File: src/rtl/otf_conv_pkg.sv
// Shared types and helpers for the on-the-fly converter scheduler:
// FSM state encoding, signed-digit constants and width helpers.
package otf_conv_pkg;

    typedef enum logic [1:0] {
        ST_IDLE   = 2'd0,
        ST_LOAD   = 2'd1,
        ST_STREAM = 2'd2,
        ST_DONE   = 2'd3
    } state_t;

    // Signed-digit encoding used on the converter read side.
    localparam logic [1:0] DIGIT_POS  = 2'b10;
    localparam logic [1:0] DIGIT_NEG  = 2'b01;
    localparam logic [1:0] DIGIT_ZERO = 2'b00;

    function automatic int max2(input int a, input int b);
        return (a > b) ? a : b;
    endfunction

    function automatic int cnt_width(input int frame_len, input int load_cyc);
        return $clog2(max2(frame_len, load_cyc) + 1);
    endfunction

    function automatic int idx_width(input int n);
        return (n > 1) ? $clog2(n) : 1;
    endfunction

endpackage

File: src/rtl/otf_conv_scheduler_arb.sv
// Round-robin arbiter: combinational grant, registered priority pointer
// that moves to the requester after the one just granted.
module otf_rr_arbiter
    import otf_conv_pkg::*;
#(
    parameter  int N_REQ = 4,
    localparam int IW    = idx_width(N_REQ)
) (
    input  logic             i_clk,
    input  logic             i_rstn,
    input  logic [N_REQ-1:0] req,
    input  logic             enable,
    output logic [IW-1:0]    grant_idx,
    output logic             grant_valid
);

    logic [IW-1:0] ptr;
    logic [IW-1:0] cand_idx;
    int            cand;

    always_comb begin
        grant_idx   = '0;
        grant_valid = 1'b0;
        cand        = 0;
        cand_idx    = '0;
        for (int i = 0; i < N_REQ; i++) begin
            cand = int'(ptr) + i;
            if (cand >= N_REQ) begin
                cand = cand - N_REQ;
            end
            cand_idx = IW'(cand);
            if (enable && !grant_valid && req[cand_idx]) begin
                grant_valid = 1'b1;
                grant_idx   = cand_idx;
            end
        end
    end

    always_ff @(posedge i_clk or negedge i_rstn) begin
        if (!i_rstn) begin
            ptr <= '0;
        end else if (grant_valid) begin
            ptr <= (grant_idx == IW'(N_REQ - 1)) ? '0 : grant_idx + 1'b1;
        end
    end

endmodule

File: src/rtl/otf_conv_scheduler.sv
// Schedules requester words onto a shared on-the-fly converter: one frame at
// a time (IDLE/LOAD/STREAM/DONE), and tags returning digits with their owner.
module otf_conv_scheduler
    import otf_conv_pkg::*;
#(
    parameter  int N_REQ        = 4,
    parameter  int INT_WIDTH    = 8,
    parameter  int OFFSET_WIDTH = 4,
    parameter  int FRAME_LEN    = 12,
    parameter  int LOAD_CYC     = 3,
    localparam int DW           = INT_WIDTH + 1,
    localparam int TW           = idx_width(N_REQ)
) (
    input  logic                           i_clk,
    input  logic                           i_rstn,
    input  logic [N_REQ-1:0]               i_req,
    input  logic [N_REQ*DW-1:0]            i_req_data,
    input  logic [N_REQ*OFFSET_WIDTH-1:0]  i_req_offset,
    output logic [N_REQ-1:0]               o_ack,
    output logic                           o_busy,
    output logic                           o_conv_wen,
    output logic                           o_conv_wvalid,
    output logic                           o_conv_wlast,
    output logic signed [DW-1:0]           o_conv_wdata,
    output logic [OFFSET_WIDTH-1:0]        o_conv_woffset,
    input  logic [1:0]                     i_conv_rdata,
    input  logic                           i_conv_rvalid,
    input  logic                           i_conv_rlast,
    output logic [1:0]                     o_digit,
    output logic                           o_digit_valid,
    output logic                           o_digit_last,
    output logic [TW-1:0]                  o_digit_tag
);

    localparam int             CW         = cnt_width(FRAME_LEN, LOAD_CYC);
    localparam logic [CW-1:0]  LOAD_LAST  = CW'(LOAD_CYC - 1);
    localparam logic [CW-1:0]  FRAME_LAST = CW'(FRAME_LEN - 1);

    state_t                    state, state_nxt;
    logic [CW-1:0]             cnt, cnt_nxt;

    logic signed [DW-1:0]      req_data_arr [N_REQ];
    logic [OFFSET_WIDTH-1:0]   req_off_arr  [N_REQ];

    logic                      arb_en;
    logic [TW-1:0]             arb_idx;
    logic                      arb_valid;

    logic signed [DW-1:0]      wdata_p1;
    logic [OFFSET_WIDTH-1:0]   woffset_p1;
    logic [TW-1:0]             grant_p1;

    logic [TW-1:0]             tag_mem [2];
    logic                      wr_ptr, rd_ptr;
    logic [1:0]                fifo_cnt;
    logic                      fifo_full, fifo_empty;
    logic                      fifo_push, push_ok, pop_ok;
    logic                      fifo_err;

    logic [1:0]                digit_p1;
    logic                      digit_vld_p1;
    logic                      digit_last_p1;
    logic [TW-1:0]             tag_p1;

    for (genvar k = 0; k < N_REQ; k++) begin : g_unpack
        assign req_data_arr[k] = i_req_data[k*DW +: DW];
        assign req_off_arr[k]  = i_req_offset[k*OFFSET_WIDTH +: OFFSET_WIDTH];
    end

    assign arb_en = (state == ST_IDLE) && !fifo_full;

    otf_rr_arbiter #(.N_REQ(N_REQ)) u_arb (
        .i_clk       (i_clk),
        .i_rstn      (i_rstn),
        .req         (i_req),
        .enable      (arb_en),
        .grant_idx   (arb_idx),
        .grant_valid (arb_valid)
    );

    always_ff @(posedge i_clk or negedge i_rstn) begin
        if (!i_rstn) begin
            state <= ST_IDLE;
            cnt   <= '0;
        end else begin
            state <= state_nxt;
            cnt   <= cnt_nxt;
        end
    end

    // Counters restart at zero on every state change and saturate at the
    // terminal count, so they never wrap inside a state.
    always_comb begin
        state_nxt     = state;
        cnt_nxt       = '0;
        o_busy        = 1'b1;
        o_conv_wen    = 1'b0;
        o_conv_wvalid = 1'b0;
        o_conv_wlast  = 1'b0;
        o_ack         = '0;
        fifo_push     = 1'b0;
        case (state)
            ST_IDLE: begin
                o_busy = 1'b0;
                if (arb_valid) begin
                    state_nxt = ST_LOAD;
                end
            end
            ST_LOAD: begin
                if (cnt == LOAD_LAST) begin
                    state_nxt = ST_STREAM;
                    fifo_push = 1'b1;
                end else begin
                    cnt_nxt = cnt + 1'b1;
                end
            end
            ST_STREAM: begin
                o_conv_wen    = 1'b1;
                o_conv_wvalid = 1'b1;
                if (cnt == FRAME_LAST) begin
                    o_conv_wlast = 1'b1;
                    state_nxt    = ST_DONE;
                end else begin
                    cnt_nxt = cnt + 1'b1;
                end
            end
            ST_DONE: begin
                o_ack[grant_p1] = 1'b1;
                state_nxt       = ST_IDLE;
            end
            default: begin
                state_nxt = ST_IDLE;
            end
        endcase
    end

    // Grant stage: operands are captured once so requester changes after
    // the grant cannot disturb the frame in flight.
    always_ff @(posedge i_clk or negedge i_rstn) begin
        if (!i_rstn) begin
            wdata_p1   <= '0;
            woffset_p1 <= '0;
            grant_p1   <= '0;
        end else if (arb_valid) begin
            wdata_p1   <= req_data_arr[arb_idx];
            woffset_p1 <= req_off_arr[arb_idx];
            grant_p1   <= arb_idx;
        end
    end

    assign o_conv_wdata   = wdata_p1;
    assign o_conv_woffset = woffset_p1;

    assign fifo_full  = (fifo_cnt == 2'd2);
    assign fifo_empty = (fifo_cnt == 2'd0);
    assign pop_ok     = i_conv_rlast && !fifo_empty;
    assign push_ok    = fifo_push && (!fifo_full || pop_ok);

    always_ff @(posedge i_clk or negedge i_rstn) begin
        if (!i_rstn) begin
            tag_mem[0] <= '0;
            tag_mem[1] <= '0;
            wr_ptr     <= 1'b0;
            rd_ptr     <= 1'b0;
            fifo_cnt   <= 2'd0;
            fifo_err   <= 1'b0;
        end else begin
            if (push_ok) begin
                tag_mem[wr_ptr] <= grant_p1;
                wr_ptr          <= ~wr_ptr;
            end
            if (pop_ok) begin
                rd_ptr <= ~rd_ptr;
            end
            if (i_conv_rlast && fifo_empty) begin
                fifo_err <= 1'b1;
            end
            case ({push_ok, pop_ok})
                2'b10:   fifo_cnt <= fifo_cnt + 2'd1;
                2'b01:   fifo_cnt <= fifo_cnt - 2'd1;
                default: fifo_cnt <= fifo_cnt;
            endcase
        end
    end

    // Sticky underflow flag is kept for debug probing only.
    logic unused_ok;
    assign unused_ok = &{1'b0, fifo_err};

    // Digit stage: one register between converter and consumer; the tag
    // follows the FIFO head and holds when no frame is outstanding.
    always_ff @(posedge i_clk or negedge i_rstn) begin
        if (!i_rstn) begin
            digit_p1      <= DIGIT_ZERO;
            digit_vld_p1  <= 1'b0;
            digit_last_p1 <= 1'b0;
            tag_p1        <= '0;
        end else begin
            digit_p1      <= i_conv_rdata;
            digit_vld_p1  <= i_conv_rvalid;
            digit_last_p1 <= i_conv_rlast;
            if (!fifo_empty) begin
                tag_p1 <= tag_mem[rd_ptr];
            end
        end
    end

    assign o_digit       = digit_p1;
    assign o_digit_valid = digit_vld_p1;
    assign o_digit_last  = digit_last_p1;
    assign o_digit_tag   = tag_p1;

endmodule

File: config.mk
export PLATFORM = sky130hd
export DESIGN_NAME = otf_conv_scheduler
export DESIGN_NICKNAME = d
export VERILOG_FILES = /design/src/rtl/otf_conv_pkg.sv /design/src/rtl/otf_conv_scheduler_arb.sv /design/src/rtl/otf_conv_scheduler.sv
export SDC_FILE = /design/constraint.sdc
export NUM_CORES = 1
export LEC_CHECK = 0
export ABC_CLOCK_PERIOD_IN_PS = 4200
export BUFFER_PORTS_ARGS = -buffer_cell sky130_fd_sc_hd__buf_2
export CAP_MARGIN = 0
export CORE_MARGIN = 2
export CORE_UTILIZATION = 52
export DETAILED_ROUTE_END_ITERATION = 7
export PLACE_DENSITY = 0.85
export SYNTH_ARGS = -nofsm -noshare
export SYNTH_HDL_FRONTEND = slang
export SYNTH_HIERARCHICAL = 1
export SYNTH_SLANG_ARGS = --single-unit
export TNS_END_PERCENT = 10
File: constraint.sdc
create_clock -name i_clk -period 4.2 [get_ports i_clk]
set_clock_uncertainty 0.1 [all_clocks]
set_input_delay 0.42 -clock i_clk [delete_from_list [all_inputs] [get_ports i_clk]]
set_output_delay 0.42 -clock i_clk [all_outputs]
set_load 0.005 [all_outputs]
==> results.toml <==
[synthesis]
synth.yosys.seq_area_share_pct = 42.0
syn_inst = 165
syn-num-nets = 235
async_flop_share_pct = 100
synth_cell_types = 46
synth.area.top_cells = "dfrtp_1, mux4_2, mux2_4"
synth.most_common_cell = "dfrtp_1"
synth_top_area_share_pct = 42.0
yosys_warnings = 6
synth.largest_area_cell = "dfrtp_1"
synth_common_cells = "dfrtp_1, mux2_2, nor2_1"
ys_ff_latch = 37
synth_flop_cell = "dfrtp_1"
synth_edf_count = 0
syn_avg_cell_area_um2 = 13.4
netlist_area_um2 = 2200

[route]
vias = 1655
vias_per_cell = 5.46
drt_iter0_markers = 72
drc = 0
firstDrtPassIters = 4
antenna_left = 0
routed_wl_um = 4530
wl_per_cell_um = 14.9

[grt]
grt_pass1_vias = 1648
grt_pass1_wl_um = 7560
antenna_found_initial = 0
grt_max_degree = 38
overflow = 0
grt_usage_pct = 19.8

[worst_setup_path]
crit_family = "multiplexers"
worstPathRequired_ps = 4280
rrSetupSlack_ps = 1350
critical_path_arrival_ps = 2930
critPathMaxFanout = 14
crit_slowest_cell = "and2_1"
start_kind = "flip-flop"
cp-end-kind = "flip-flop"
slowest_delay_ps = 700
critPathBufInv = 0
crit_type = "reg2reg"
cp_cell_sequence = "mux2i_1 -> o21ai_0 -> nor2_1 -> and2_1 -> mux4_1 -> mux2_2"

[cts]
ctsHoldBuffers = 0
tritoncts = "built"
path_clk_slew_ps = 70
cts.htree.levels = 2
cts_sinks = 37
cts-root-buf = "clkbuf_8"
post_cts_buffers = 0
cts-resized-gates = 0
cts_made_buffers = 5
clk_latency_ps = 290
clock_path_buffers = 2

[placed_design]
gp_congestion = 0.922
place_ws_ps = 1300
numPortBuffers = 88
detailed_place_hpwl_um = 3500

[sta]
layout_setup_ws_ps = 1350
hold_viol = 0
slew_headroom_pct = 31.5
period_minus_slack_ps = 2850
setup_tns_ps = 0
rsz0062_at_grt = "false"
min_period_over_period_pct = 68.0
finalSetupViolCount = 0
fmax_ghz = 0.350
worst_pin_slew_ps = 1030
slew_viol_final = 0

[die]
coreArea_um2 = 4030
dieArea_um2 = 4770
num_rows = 23
start_util_pct = 54.7
die_h_um = 69.1
die_w_um = 69.1
boundaryPins = 89

[final_layout]
syn2layout_area_growth_pct = 23.9
final_nets = 322
diodes = 0
drive_gt1_share_pct = 51.4
post-route-util_pct = 67.7
n_fill_cell = 303

[pwr]
p_leak_nw = 1.34
irDropWorstVdd_uv = 350
p_sw_mw = 0.595
swShare_pct = 35.5
intPower_mw = 1.08
pwr-share-clk_pct = 15.4
power.total_mw = 1.68
power_frac_seq_pct = 37.0
power.density_nw_per_um2 = 615
p_comb_share_pct = 47.6

[min_path]
min_path_type = "in2async"

[status]
status = "finished, final reports clean"

[flow_run]
max-cap-violations = 0
area by class of cell:
type	instances	area, µm²	share of cell area [%]
Clock inverter	2	13.8	0.504
Multi-Input combinational cell	112	1170	42.9
Clock buffer	6	82.6	3.03
Inverter	7	26.3	0.963
Sequential cell	37	926	33.9
Tap cell	50	62.6	2.29
Timing Repair Buffer	89	448	16.4
per-stage QoR:
step                hold slack, ps  std cells  area (µm²)
floorplan                     24.4        165        2200
global placement               361        295        2630
detailed placement             372        295        2630
CTS                            123        303        2730
global route                   119        303        2730
finish                         121        303        2730
logic make-up (layout without fill, tap and decap cells):
group	after synthesis	in the layout	share of synthesized area, %
multiplexers	38	38	28.2
flip-flops	37	37	42.0
AND/OR/NAND/NOR	35	35	9.37
AO/OA/AOI/OAI	24	24	8.18
buffers and inverters	16	104	4.88
adder cells (fa/ha/maj)	8	8	4.54
XOR/XNOR	7	7	2.78
cells in the final DEF (no fill, tap or decap), drive strengths merged, types with 3 or more instances in the layout:
cell	Yosys	layout
inv	7	7
mux2	21	21
buf	8	89
nand2	6	6
nor2	11	11
mux2i	4	4
xor2	3	3
xnor2	4	4
o21ai	7	7
o32ai	3	3
ha	8	8
clkbuf	1	6
nand2b	3	3
dfrtp	37	37
mux4	13	13
flip-flops by register name, summed over array words and instances (netlist names), named ones only:
name / cells
cnt: 4
fifo_cnt: 2
grant_p1: 2
o_conv_wdata: 9
o_conv_woffset: 4
o_digit: 2
o_digit_last: 1
o_digit_tag: 2
o_digit_valid: 1
rd_ptr: 1
state: 2
tag_mem: 4
u_arb/ptr: 1
wr_ptr: 1
power by group through the flow:
stage / sequential (mW) / combinational, mW / clock [mW]
after detailed placement: 0.620 / 0.811 / 0
after floorplan: 0.587 / 0.637 / 0
final: 0.621 / 0.798 / 0.259
after CTS: 0.617 / 0.810 / 0.269
after global routing: 0.638 / 0.881 / 0.283
after global placement: 0.616 / 0.776 / 0
final timing paths:
| kind | from | end | cells after the start |
|---|---|---|---|
| worst max-delay path | u_arb/ptr[1]$_DFFE_PN0P_ | o_conv_woffset[3]$_DFFE_PN0P_ | 6 |
| worst min-delay path | i_rstn | cnt[2]$_DFF_PN0_ | 1 |
| worst max register to register | u_arb/ptr[1]$_DFFE_PN0P_ | o_conv_woffset[3]$_DFFE_PN0P_ | 6 |
| worst min register to register | o_digit_tag[1]$_DFFE_PN0N_ | o_digit_tag[1]$_DFFE_PN0N_ | 2 |
| max in group asynchronous | i_rstn | async pin | 1 |
| min in group i_clk | i_conv_rvalid | o_digit_valid$_DFF_PN0_ | 1 |
routing by layer:
metal  global-route usage, %  wire length, µm  up-vias
met5                       0                0        -
met2                    32.8             2280       67
li1                        -                -      798
met4                    8.71              116        0
met3                    5.26              278       13
met1                    24.5             1850      777
Power figures use the tool's default switching activity.
